## config.mk

```make
export PLATFORM = sky130hd
export DESIGN_NAME = tick_countdown_timer
export DESIGN_NICKNAME = d
export VERILOG_FILES = /design/src/rtl/tick_countdown_timer.sv
export SDC_FILE = /design/constraint.sdc
export NUM_CORES = 1
export LEC_CHECK = 0
export ABC_AREA = 1
export CAP_MARGIN = 20
export CORE_MARGIN = 3
export CORE_UTILIZATION = 50
export DETAILED_ROUTE_END_ITERATION = 16
export PLACE_DENSITY = 0.86
export SYNTH_ARGS = -nofsm -noshare
export SYNTH_HDL_FRONTEND = slang
export SYNTH_SLANG_ARGS = --single-unit
```

## constraint.sdc

```tcl
create_clock -name CLK_IN -period 4.3 [get_ports CLK_IN]
set_input_delay 0.86 -clock CLK_IN [delete_from_list [all_inputs] [get_ports CLK_IN]]
set_output_delay 0.86 -clock CLK_IN [all_outputs]
set_load 0.01 [all_outputs]
```

## src/rtl/tick_countdown_timer.sv

```systemverilog
// Tick-driven down-counter with one-shot/auto-reload modes,
// sticky expiry IRQ and overrun flag.
module tick_countdown_timer #(
    parameter int WIDTH = 16
) (
    input  logic             CLK_IN,
    input  logic             n_RST,
    input  logic             TICK_IN,
    input  logic             LOAD,
    input  logic [WIDTH-1:0] LOAD_VAL,
    input  logic             START,
    input  logic             STOP,
    input  logic             AUTO,
    input  logic             IRQ_ACK,
    output logic [WIDTH-1:0] COUNT,
    output logic             BUSY,
    output logic             IRQ,
    output logic             OVERRUN
);

    typedef enum logic {
        IDLE = 1'b0,
        RUN  = 1'b1
    } state_t;

    state_t           state_q, state_d;
    logic [WIDTH-1:0] count_q, count_d;
    logic [WIDTH-1:0] reload_q;
    logic             irq_q, ovr_q;
    logic             tick_prev_q;
    logic             tick;
    logic             expire;
    logic [WIDTH-1:0] eff_count;

    assign tick      = TICK_IN & ~tick_prev_q;
    assign eff_count = LOAD ? LOAD_VAL : count_q;

    // Divider output sits high in reset, so the edge detector starts high too.
    always_ff @(posedge CLK_IN or negedge n_RST) begin
        if (!n_RST) begin
            state_q     <= IDLE;
            count_q     <= '0;
            reload_q    <= '0;
            irq_q       <= 1'b0;
            ovr_q       <= 1'b0;
            tick_prev_q <= 1'b1;
        end else begin
            state_q     <= state_d;
            count_q     <= count_d;
            tick_prev_q <= TICK_IN;
            if (LOAD) reload_q <= LOAD_VAL;
            if (expire) irq_q <= 1'b1;
            else if (IRQ_ACK) irq_q <= 1'b0;
            if (IRQ_ACK) ovr_q <= 1'b0;
            else if (expire && irq_q) ovr_q <= 1'b1;
        end
    end

    always_comb begin
        state_d = state_q;
        count_d = count_q;
        expire  = 1'b0;
        unique case (state_q)
            IDLE: begin
                if (LOAD) count_d = LOAD_VAL;
                if (START && (eff_count != '0)) state_d = RUN;
            end
            RUN: begin
                if (STOP) begin
                    state_d = IDLE;
                end else if (LOAD) begin
                    count_d = LOAD_VAL;
                    if (LOAD_VAL == '0) state_d = IDLE;
                end else if (tick) begin
                    if (count_q > WIDTH'(1)) begin
                        count_d = count_q - WIDTH'(1);
                    end else if (count_q == WIDTH'(1)) begin
                        expire = 1'b1;
                        if (AUTO && (reload_q != '0)) begin
                            count_d = reload_q;
                        end else begin
                            count_d = '0;
                            state_d = IDLE;
                        end
                    end
                end
            end
            default: state_d = IDLE;
        endcase
    end

    assign COUNT   = count_q;
    assign BUSY    = (state_q == RUN);
    assign IRQ     = irq_q;
    assign OVERRUN = ovr_q;

endmodule

```

# Word level (Yosys, flattened, before mapping)
# Cells that the tools add are included.
# totals
elab_cells	51
output_inout_bits	19
reg_bits	36
# op_classes
bitwise	3
n_addsub	1
n_mux	27
eq_ne	4
n_reduce_logical	9
magnitude_cmp	1
# op_table
cell	count
$mux W16	7
$pmux W16 S2	1
$reduce_bool A16 Y1	2
$mux W1	18
$eq A16 B1 Y1 const B	1
$gt A16 B1 Y1 const B	1
$logic_not A16 Y1	1
$sub A16 B1 Y16 const B	1
$ne A4 B2 Y1 const B	1
$reduce_bool A2 Y1	2
$logic_and A1 B1 Y1	3
$ne A3 B2 Y1 const B	1
$reduce_and A3 Y1	1
$ne A2 B2 Y1 const B	1
$not A1 Y1	2
$pmux W1 S2	1
$and A1 B1 Y1	1

# Logic depth before layout (Yosys ltp)
# Gate-level depths: netlist (run 1).
# depth
word_depth	10
ltp_mapped	12
depth_no_buf	11

# Least setup slack after synthesis (run 1)
# No wires, ideal clock.
# synth_timing
path_type	input-to-reg
start	input LOAD
end	register count_q[13] (netlist: COUNT[13])
cell_stages	7
path_slack_ns	2.336
setup_time_ns	0.122
t_arrival_ns	1.842
t_required_ns	4.178
path_cell_list	buf_2 -> nor2_4 -> nand2_1 -> nand3_4 -> buf_12 -> nand2_1 -> a21boi_1
# synth_between
elab_chain_cells	3
elab_cells_between_ends	7
# synth_lines
element	line	rtl
start: declaration	9	input logic LOAD,
$mux W16	71	end else if (LOAD) begin
$mux W16	69	if (STOP) begin
$pmux W16 S2	63	unique case (state_q)
end signal: assignment	49	count_q <= count_d;
end: declaration	27	logic [WIDTH-1:0] count_q, count_d;
# Several ways; a longest one is shown, not always the timed one. The select of a mux whose other input is x is not followed.
# A chain may end at the register's enable or synchronous reset.

# Worst setup path in the final report (run 1)
# layout_timing
start	input LOAD
end	register count_q[6] (netlist: COUNT[6])
# Same word-level chain as after synthesis.

==> results summary, run 1 <==
Setup repair after global routing left no endpoint under its margin. Walking the worst path, the cells encountered are clkdlybuf4s50_1 -> buf_4 -> nor2_4 -> nand2_1 -> nand3_4 -> nand2_1 -> a21boi_2. The die extent in x came out at 80.7 um. The library cell used most frequently in the layout, excluding fill and tap cells, is sky130_fd_sc_hd__nand2_1. The complex-gate fraction of the synthesized area is 10.3%. The net switching power of the design came out at 566 uW. Of the total synthesized cell area, the portion taken by full adders, half adders and majority gates is 0.896%.

The buffer depth of the longest clock path came out at 2. The quantity of I/O buffers inserted on ports came out at 42. In this design, the stage delay of the slowest critical-path cell is 0.44 ns.

The clock reaches the later pin of the worst-skew pair after 0.30 ns. In this design, the largest share of critical-path delay is due to simple AND/OR/NAND/NOR gates. The total standard cell area after synthesis is 2790 um^2. The worst path required time is 4.49 ns. The switching power share of the total is 42.5%. The fraction of final layout cells sized beyond drive strength 1 is 9.72%. By area, the combinational part of the netlist is dominated by simple AND/OR/NAND/NOR gates.

The type of the worst min-delay path is reg -> reg. The number of antenna violations at the first check in global routing came to 0. The buffers plus inverters on the worst setup path is 2. The worst setup path is of the in -> reg kind. The average cell area after synthesis came out at 6.57 um^2.

The met1 routing resource usage after global routing came out at 38.6%. In this run, synthesis produced a sequential element count of 36. The cell depth of the worst flop-to-flop path came out at 10.

The fraction of synthesis flops using an asynchronous set or reset pin came out at 100%. The endpoint kind of the worst setup timing path is a flip-flop. At the placement stage, the worst setup path has a slack of 1.39 ns.

The gate count after technology mapping is 425. Measured against the total synthesized area, the mux share comes to 0%. The clock network fraction of total power came out at 19.6%. The first global-routing pass estimated 13.8 mm of wire.

Of the total synthesized cell area, the portion taken by XOR and XNOR cells is 1.57%. The floorplan core area is 5240 um^2. For this run, the leading register cell type out of synthesis is sky130_fd_sc_hd__dfrtp_1.

The clock sink count is 36. The post-detailed-route wirelength per cell is 16.3 um. For this design the top-level I/O count stands at 43. The cell area power density came out at 403 nW/um^2. Of the total power, registers draw 38.5%.

After clock tree synthesis, the flow added hold-fix buffers numbering 0. The worst path setup slack after routing came out at 1.69 ns. Routability-driven placement finished with a final weighted congestion of 0.991. The worst setup path is launched from an input port. The top cell types in the final layout, fill and taps aside, are sky130_fd_sc_hd__nand2_1, sky130_fd_sc_hd__nor2_1, sky130_fd_sc_hd__inv_1, sky130_fd_sc_hd__nand3_1, sky130_fd_sc_hd__clkdlybuf4s50_1.

For this run, the detailed router's first-pass iteration total came to 5. The run finished with clean final reports. After clock tree synthesis, the setup repair step added 0 buffers. The transition time at the pin with the least slew margin came out at 0.897 ns. The data arrival time at the worst-slack endpoint is 2.80 ns. The fraction of power consumed by combinational cells is 41.8%. The peak ir drop on the vdd network is 0.238 mV. The headroom to the max-slew limit came out at 40.1%. The path with the worst hold slack has its endpoint at reload_q[12]. The number of diodes came out at 0. In this run, post-CTS repair resized a total of 0 instances. In this run, distinct cell masters in the synthesized netlist total 35. In this run the remaining antenna-violating nets after routing total 0.

The worst path needs 2.61 ns of the cycle, external delays included. After global routing the overflow that remains totals 0. For this block, the via count after detailed routing is 3,040.

The total nets after synthesis came out at 451. The TritonCTS clock tree is done. The worst clock skew on the final layout came out at 0.00680 ns. Buffers inserted during clock tree synthesis total 5. The worst hold path passes through 2 cells. The max-slew violation count is 0. met2 is the most crowded layer. The post-route DRC violation count is 0. The total internal power came out at 768 uW. The area enclosed by the die boundary came out at 6520 um^2. The reg2reg setup slack is 2.05 ns. The sequential fraction of the synthesis area is 32.3%. In this run the critical register-to-register path is captured at COUNT[8].

The overall routing resource usage came out at 28.2%. The total negative slack for setup checks is 0 ns. The worst-path maximum fanout is 28.

Max-cap violations in this run came to 0. In this run the clock root is driven by a sky130_fd_sc_hd__clkbuf_8. The largest net degree at the start of global routing is 37. The post-detailed-placement half-perimeter wirelength came out at 6.56 mm. The most prevalent standard cell on the critical path is sky130_fd_sc_hd__nand2_1. The number of vias per cell after detailed routing is 5.70. The leakage power is 0.00161 uW. The clock-pin slew reported for the worst setup and hold paths after clock tree synthesis is 0.08 ns. The fmax is 383 MHz. The floorplan has 26 rows.

The cell with the largest stage delay on the worst path is sky130_fd_sc_hd__nor2_4. The effective utilization at floorplan came out at 53.3%. The via count of the first global-routing pass was 2,731. The final cycle utilization of the critical path is 60.7%.

The post-detailed-routing wire length came out at 8.67 mm. The violation count after the first detailed-routing iteration came out at 315. The worst hold path begins at reload_q[12].

The height of the die came out at 80.7 um. The final-layout fill cell count is 469. The worst register-to-register path begins at COUNT[0]. The number of nets in the layout is 488.

The final-report hold violation count came to 0. The simple-gate area share of the yosys netlist is 45.8%. The met2 demand-to-capacity share in global routing is 45.3%. The synthesis warning total is 0.

The met3 track demand over resource in global routing is 5.88%. The H-tree depth came out at 2. The count of flip-flops with a built-in enable after synthesis came out at 0.

Setup violations remaining at the end of the flow were counted as 0. The area added between synthesis and finish is 18.5%.
[logic make-up (layout without fill, tap and decap cells)]
| logic type | Yosys count | after routing |
|---|---|---|
| adders and majority gates | 2 | 2 |
| buffers and inverters | 58 | 96 |
| xor gates and xnor gates | 5 | 5 |
| DFF | 36 | 36 |
| and+or+nand+nor | 281 | 281 |
| AOI/OAI and AO/OA | 43 | 43 |
[worst max-delay path by stage]
stage | start | endpoint | slack (ns) | depth (start not counted)
final | LOAD | COUNT[6] | 1.69 | 7
after floorplan | LOAD | COUNT[13] | 2.34 | 7
after detailed placement | LOAD | COUNT[6] | 1.39 | 7
after global placement | LOAD | COUNT[4] | 1.49 | 7
after global routing | LOAD | COUNT[8] | 1.55 | 7
after CTS | LOAD | COUNT[6] | 1.71 | 7
[cell type report]
class | count | area, um^2 | share of cell area (%)
multi-input combinational | 331 | 1640 | 49.4
sequential | 36 | 902 | 27.2
timing repair buffer | 43 | 423 | 12.8
tap | 70 | 87.6 | 2.65
inverter | 45 | 169 | 5.10
clock inverter | 1 | 7.51 | 0.227
clock buffer | 7 | 86.3 | 2.61
[worst min-delay path, stage by stage, from the launching register on]
cell and delay [ns]:
sky130_fd_sc_hd__dfrtp_1 0.36, sky130_fd_sc_hd__nand2_1 0.06, sky130_fd_sc_hd__nand2_1 0.05
[state kept, by name (all words and copies together), names as in the netlist]
signal	count
reload_q	16
IRQ	1
BUSY	1
COUNT	16
tick_prev_q	1
OVERRUN	1
[power groups by stage]
stage / sequential, uW / clock [uW] / combinational [uW]
2_1_floorplan: 497 / 0 / 340
3_3_place_gp: 514 / 0 / 540
3_5_place_dp: 514 / 0 / 550
4_1_cts: 508 / 264 / 553
5_1_grt: 518 / 286 / 613
6_report: 514 / 262 / 558
[metal layers]
metal / wire (um) / share of wire, %
met2: 4080 / 47
met5: 0 / 0
met3: 830 / 9.6
met4: 246 / 2.8
met1: 3510 / 41
[synthesized netlist by cell type (3+ instances only)]
library cell | number | area share [%]
sky130_fd_sc_hd__a21boi_2 | 7 | 2.8
sky130_fd_sc_hd__o21ai_0 | 14 | 2.5
sky130_fd_sc_hd__xor2_1 | 3 | 0.94
sky130_fd_sc_hd__nand2_1 | 153 | 21
sky130_fd_sc_hd__inv_2 | 3 | 0.40
sky130_fd_sc_hd__nor2_4 | 5 | 2.0
sky130_fd_sc_hd__nor2_1 | 50 | 6.7
sky130_fd_sc_hd__nand4_1 | 8 | 1.8
sky130_fd_sc_hd__a31oi_1 | 5 | 1.1
sky130_fd_sc_hd__inv_1 | 42 | 5.6
sky130_fd_sc_hd__nand3_1 | 42 | 7.5
sky130_fd_sc_hd__dfrtp_1 | 35 | 31
sky130_fd_sc_hd__nand2_2 | 3 | 0.67
sky130_fd_sc_hd__nor3_1 | 3 | 0.54
sky130_fd_sc_hd__a21oi_1 | 9 | 1.6
sky130_fd_sc_hd__nor2_2 | 9 | 2.0
sky130_fd_sc_hd__clkbuf_1 | 7 | 0.94
[through the flow]
step	instances	util [%]	cell area, um^2	total power, uW	hold slack [ns]
after floorplan	425	-	2790	838	0.464
after global placement	525	61.4	3220	1050	0.479
after detailed placement	525	61.4	3220	1060	0.484
after CTS	533	63.2	3310	1320	0.501
after global routing	533	63.2	3310	1420	0.531
final	533	63.2	3310	1330	0.501
Note: power is estimated with default switching activity, not from simulation.
==> run 2, diff against run 1 <==
- CORE_UTILIZATION: 50 -> 49
- PLACE_DENSITY: 0.86 -> 0.88
- clock period: 4.3 -> 2.3 ns (I/O delays scaled with it)
==> run 2 against run 1 <==
  * Wire length up 4.7%
  * Critical path depth fell by 6
  * Final area grew 2.5%
  * Clock skew grew 0.0020 ns
  * Hold slack lost 0.19 ns
  * Die area grew 1.9%
  * Critical endpoint is now BUSY
  * Largest cell class unchanged
  * Largest power group unchanged
==> results summary, run 2 (same netlist as run 1, synthesis figures left out) <==
The dominant delay contributor by cell family on the critical path is flip-flops (was simple AND/OR/NAND/NOR gates). The peak ir drop on the vdd network is 0.575 mV (was 0.238 mV). The clock sink count is 36 (unchanged). The top-level port count is 43 (unchanged). The routed design could run at a clock period as short as 2.11 ns.

The worst stage delay on the critical path came to 0.70 ns (was 0.44 ns). The leakage power was 0.00167 uW (was 0.00161 uW). The type of the worst min-delay path was in -> async (was reg -> reg). The number of buffers inserted by post-CTS setup repair is 0 (unchanged).

The area added between synthesis and finish came out at 21.5% (was 18.5%). The worst-path maximum fanout is 15 (was 28). The top routing layer in use is met4 (unchanged). The die extent in x came to 81.5 um (was 80.7 um). The cell with the largest stage delay on the worst path is sky130_fd_sc_hd__dfrtp_1 (was sky130_fd_sc_hd__nor2_4).

The via total after detailed routing came out at 3,107 (was 3,040). The total number of placement rows is 26 (unchanged). The number of vias per cell after detailed routing came out at 5.71 (was 5.70). The commonest non-fill, non-tap cell in the layout is sky130_fd_sc_hd__nand2_1 (unchanged). The latest clock arrival within the worst-skew pair came out at 0.30 ns (about the same). Highest-count cells in the layout ignoring fill and taps: sky130_fd_sc_hd__nand2_1, sky130_fd_sc_hd__nor2_1, sky130_fd_sc_hd__inv_1, sky130_fd_sc_hd__nand3_1, sky130_fd_sc_hd__clkdlybuf4s50_1 (unchanged). The post-detailed-routing wire length is 9.08 mm (was 8.67 mm). The headroom to the max-slew limit is 35.4% (was 40.1%). The effective utilization at floorplan was 52.7% (was 53.3%). Result of the run: finished, final reports clean (unchanged). The total CTS buffers is 5 (unchanged). The remaining number of nets flagged by the antenna check after routing came out at 0 (unchanged). The post-detailed-placement half-perimeter wirelength is 6.92 mm (was 6.56 mm). The total grt overflow came to 0 (unchanged).

The detailed route wirelength on metal3 was 847 um (was 830 um). The cell area power density was 755 nW/um^2 (was 403 nW/um^2). The final design utilization is 64.0% (was 63.2%).

The number of detailed-routing iterations run before antenna repair is 7 (was 5). The final-report hold violation count was 0 (unchanged). The number of buffers added to fix hold violations after cts came out at 0 (unchanged).

The root cell of the clock tree is sky130_fd_sc_hd__clkbuf_8 (unchanged). The worst path required time was 1.84 ns (was 4.49 ns). The buffers plus inverters on the worst setup path was 1 (was 2). The height of the die came to 81.5 um (was 80.7 um). The post-route DRC violation count was 0 (unchanged). The category of the most critical setup path is reg -> out (was in -> reg).

The H-tree depth is 2 (unchanged). The total negative slack for setup checks is 0 ns (unchanged). The global-route wire length before repair is 14.6 mm (was 13.8 mm).

The total of cells resized after clock tree synthesis is 0 (unchanged). The buffer depth of the longest clock path came out at 2 (unchanged). The max-slew violation count came to 0 (unchanged). The number of endpoints failing setup at the final stage is 0 (unchanged).

The endpoint kind of the worst setup timing path is an output port (was flip-flop). The violation count after the first detailed-routing iteration is 385 (was 315). The worst clock skew on the final layout came to 0.00876 ns (was 0.00680 ns). The type of origin of the critical path was a flip-flop (was input port).

The worst path setup slack after routing was 0.193 ns (was 1.69 ns). The final estimated routing congestion in global placement came out at 1.07 (was 0.991). Unrepaired setup endpoints after global routing: no (unchanged). The via count of the first global-routing pass is 2,891 (was 2,731).

The data arrival time at the worst-slack endpoint is 1.65 ns (was 2.80 ns). The floorplan core area came out at 5300 um^2 (was 5240 um^2). The post-detailed-route wirelength per cell is 16.7 um (was 16.3 um). The tightest hold margin came out at 0.307 ns (was 0.501 ns). Cells along the critical path: clkdlybuf4s50_1 (was clkdlybuf4s50_1 -> buf_4 -> nor2_4 -> nand2_1 -> nand3_4 -> nand2_1 -> a21boi_2).

The fmax is 475 MHz. The overall routing resource usage was 29.5% (was 28.2%). The final cycle utilization of the critical path came out at 91.6%. The largest net degree at the start of global routing is 37 (unchanged). The worst slack after detailed placement came out at 0.0930 ns (was 1.39 ns). The detailed-routing wirelength on met1 is 3.66 mm (was 3.51 mm). The area enclosed by the die boundary came out at 6640 um^2 (was 6520 um^2). The clock-pin slew reported for the worst setup and hold paths after clock tree synthesis came to 0.08 ns (about the same). The transition time at the pin with the least slew margin was 0.970 ns (was 0.897 ns).

The number of nets in the layout is 499 (was 488). The number of antenna violations at the first check in global routing is 0 (unchanged). The TritonCTS clock tree is done (unchanged).

The detailed route wirelength on metal2 is 4.28 mm (was 4.08 mm). The fraction of final layout cells sized beyond drive strength 1 was 11.8% (was 9.72%). The quantity of I/O buffers inserted on ports was 42 (unchanged). The count of max-cap constraint violations is 0 (unchanged). The number of diodes came out at 0 (unchanged).
==> run 2: layout make-up <==
cell class,count,area [um^2]
inverter,45,169
clock buffer,7,86.3
fill,500,1910
tap,70,87.6
sequential,36,902
clock inverter,1,7.51
timing repair buffer,54,505
multi-input combinational,331,1640
==> run 2: where the power goes <==
part | switching (uW) | internal, uW
logic | 657 | 488
clock network | 250 | 244
registers | 179 | 743
total | 1090 | 1480
==> run 2: metrics by stage <==
step	total power, uW	std cells	cell area [um^2]
after global placement	2020	536	3300
after detailed placement	2040	536	3300
after floorplan	1570	425	2790
after CTS	2530	544	3390
final	2560	544	3390
after global routing	2710	544	3390
==> run 2: worst paths after layout <==
check,endpoint,slack (ns),cells after the start,start
worst max-delay path,BUSY,0.19,1,BUSY
worst min-delay path,COUNT[2],0.31,1,n_RST
worst max register to register,COUNT[13],0.24,6,BUSY
worst min register to register,OVERRUN,0.51,2,OVERRUN
max in group asynchronous,IRQ,1.39,1,n_RST
min in group CLK_IN,OVERRUN,0.51,2,OVERRUN
==> run 2: routing by layer <==
metal	global-route usage, %	vias to the layer above
met3	5.92	35
met5	0	-
met2	48.1	194
met1	39.1	1437
li1	-	1441
met4	9.97	0
==> run 3, diff against run 2 <==
- SLEW_MARGIN: not set -> 20
- clock period: 2.3 -> 1.75 ns (I/O delays scaled with it)
==> run 3 against run 2 <==
  * The flow now finishes with violations (setup timing)
  * Largest cell class unchanged
  * Clock-buffer cell count is 1 lower
  * Sequential share of layout area is 4.6 points lower
  * Die area stayed put
  * Critical endpoint is now COUNT[4]
==> results summary, run 3 (same netlist as run 1, synthesis figures left out) <==
The post-detailed-placement half-perimeter wirelength is 7.73 mm (was 6.92 mm). The area added between synthesis and finish came out at 47.2% (was 21.5%). The post-detailed-routing wire length came out at 10.5 mm (was 9.08 mm). The worst clock skew on the final layout is 0.00915 ns (was 0.00876 ns). The number of vias per cell after detailed routing came out at 5.72 (was 5.71).

The quantity of I/O buffers inserted on ports is 42 (unchanged). The source of the worst register-to-register timing path is COUNT[0] (was BUSY). The final-report hold violation count is 0 (unchanged). The number of nets in the layout is 563 (was 499). The floorplan core area is 5300 um^2 (unchanged). The fraction of final layout cells sized beyond drive strength 1 is 26.6% (was 11.8%). The worst path setup slack after routing is -0.0572 ns (was 0.193 ns). Highest-count cells in the layout ignoring fill and taps: sky130_fd_sc_hd__nand2_1, sky130_fd_sc_hd__buf_4, sky130_fd_sc_hd__nor2_1 (was sky130_fd_sc_hd__nand2_1, sky130_fd_sc_hd__nor2_1, sky130_fd_sc_hd__inv_1, sky130_fd_sc_hd__nand3_1, sky130_fd_sc_hd__clkdlybuf4s50_1).

The worst-path maximum fanout came out at 11 (was 15). The number of detailed-routing iterations run before antenna repair was 6 (was 7). The total power was 3730 uW (was 2560 uW).

The remaining number of nets flagged by the antenna check after routing came out at 0 (unchanged). The total grt overflow is 0 (unchanged). The headroom to the max-slew limit is 69.2% (was 35.4%).

The count of max-cap constraint violations is 0 (unchanged). The worst stage delay on the critical path came out at 0.47 ns (was 0.70 ns). The total number of placement rows is 26 (unchanged).

The final design utilization was 77.5% (was 64.0%). Derived from the worst setup path, the maximum achievable clock frequency is 553 MHz. The peak ir drop on the vdd network came to 0.468 mV (was 0.575 mV).

The smallest clock period supported by the final layout is computed as 1.81 ns. Unrepaired setup endpoints after global routing: yes (was no). The clock-pin slew reported for the worst setup and hold paths after clock tree synthesis came to 0.07 ns (was 0.08 ns).

The height of the die is 81.5 um (unchanged). The commonest non-fill, non-tap cell in the layout is sky130_fd_sc_hd__nand2_1 (unchanged). The dominant delay contributor by cell family on the critical path is simple AND/OR/NAND/NOR gates (was flip-flops). The number of diodes came out at 0 (unchanged). The die extent in x is 81.5 um (unchanged). The launching element of the worst setup path is COUNT[0] (was BUSY). The H-tree depth came to 2 (unchanged). The latest clock arrival within the worst-skew pair is 0.29 ns (was 0.30 ns). The final estimated routing congestion in global placement came out at 1.03 (was 1.07).

The max-slew violation count came out at 0 (unchanged). The via count of the first global-routing pass is 3,176 (was 2,891). The cell with the largest stage delay on the worst path is sky130_fd_sc_hd__dfrtp_2 (was sky130_fd_sc_hd__dfrtp_1). The type of the worst min-delay path is in -> async (unchanged). The TritonCTS clock tree is done (unchanged). The checks that failed: setup timing.

The total instance count after detailed placement is 589 (was 536). The buffers plus inverters on the worst setup path is 2 (was 1). Result of the run: complete, but fails checks (was finished, final reports clean). The violation count after the first detailed-routing iteration came out at 439 (was 385). The post-route DRC violation count came out at 0 (unchanged). The type of origin of the critical path is a flip-flop (unchanged).

The category of the most critical setup path is reg -> reg (was reg -> out). The final-layout fill cell count is 398 (was 500). The top-level port count came to 43 (unchanged). The area enclosed by the die boundary came out at 6640 um^2 (unchanged).

The worst path required time was 1.93 ns (was 1.84 ns). The tightest hold margin is 0.00248 ns (was 0.307 ns). The buffer depth of the longest clock path is 2 (unchanged). The cell area power density came out at 907 nW/um^2 (was 755 nW/um^2). The final cycle utilization of the critical path is 103%.

The endpoint kind of the worst setup timing path is a flip-flop (was output port). The data arrival time at the worst-slack endpoint is 1.99 ns (was 1.65 ns). Cells along the critical path: inv_2 -> ha_4 -> nand2_4 -> nor2_8 -> nand4_4 -> nand3_4 -> clkbuf_16 -> nand2_1 -> a21boi_2 (was clkdlybuf4s50_1). The leakage power came out at 0.00210 uW (was 0.00167 uW). The root cell of the clock tree is sky130_fd_sc_hd__clkbuf_8 (unchanged). The via total after detailed routing came out at 3,475 (was 3,107).

The global-route wire length before repair came out at 15.4 mm (was 14.6 mm). The total CTS buffers is 5 (unchanged). The post-detailed-route wirelength per cell came out at 17.4 um (was 16.7 um). The largest net degree at the start of global routing was 23 (was 37). The total negative slack for setup checks came out at -0.435 ns (was 0 ns).

The transition time at the pin with the least slew margin came out at 0.462 ns (was 0.970 ns). The effective utilization at floorplan is 52.7% (unchanged). The number of antenna violations at the first check in global routing came out at 0 (unchanged). The clock sink count is 36 (unchanged). The final instance count without filler cells came out at 607 (was 544). The overall routing resource usage came out at 31.1% (was 29.5%). The number of endpoints failing setup at the final stage is 13 (was 0).
-- run 3: area by class of cell --
type                            count  area [um^2]  share of cell area [%]
Multi-Input combinational cell    331         1760                    42.8
Tap cell                           70         87.6                    2.13
Timing Repair Buffer              118         1110                    26.9
Sequential cell                    36          903                    22.0
Clock inverter                      1         5.00                   0.122
Clock buffer                        6         72.6                    1.77
Inverter                           45          175                    4.26
-- run 3: through the flow --
stage | instance area (um^2) | setup slack (ns)
global placement | 3760 | -0.260
finish | 4110 | -0.0572
floorplan | 2800 | 0.0105
global route | 4110 | -0.0804
CTS | 3870 | -0.0342
detailed placement | 3760 | -0.261
-- run 3: final timing paths --
check / slack, ns / to / depth (start not counted)
max reg2reg: -0.06 / COUNT[4] / 9
max: -0.06 / COUNT[4] / 9
min reg2reg: 0.51 / reload_q[12] / 2
min: 0.002 / reload_q[4] / 1
min in group CLK_IN: 0.49 / tick_prev_q / 1
max in group asynchronous: 1.20 / tick_prev_q / 2
-- run 3: power by group --
part	internal (uW)	total (uW)	switching [uW]	leakage [uW]
Combinational	932	2040	1110	0.00163
Clock	271	563	292	0.0000410
Sequential	980	1120	144	0.000431
-- run 3: repair_timing --
action / in CTS / in global routing
pin swaps: 1 / 8
gates cloned: 0 / 2
setup buffers: 1 / 8
hold buffers: 0 / 0
endpoints found under the setup margin: 19 / 22
gates resized for setup: 8 / 40
-- run 3: worst reg2reg max path, cell delays in order (launching register included) --
cell,delay [ns]
sky130_fd_sc_hd__dfrtp_2,0.47
sky130_fd_sc_hd__inv_2,0.12
sky130_fd_sc_hd__ha_4,0.16
sky130_fd_sc_hd__nand2_4,0.07
sky130_fd_sc_hd__nor2_8,0.19
sky130_fd_sc_hd__nand4_4,0.16
sky130_fd_sc_hd__nand3_4,0.15
sky130_fd_sc_hd__clkbuf_16,0.20
sky130_fd_sc_hd__nand2_1,0.05
sky130_fd_sc_hd__a21boi_2,0.14
-- run 3: layer usage --
layer  global-route usage [%]  share of wire (%)
met5                        0                  0
met2                     52.0                 48
met3                     4.39                9.5
met4                     15.2                4.5
met1                     39.4                 38
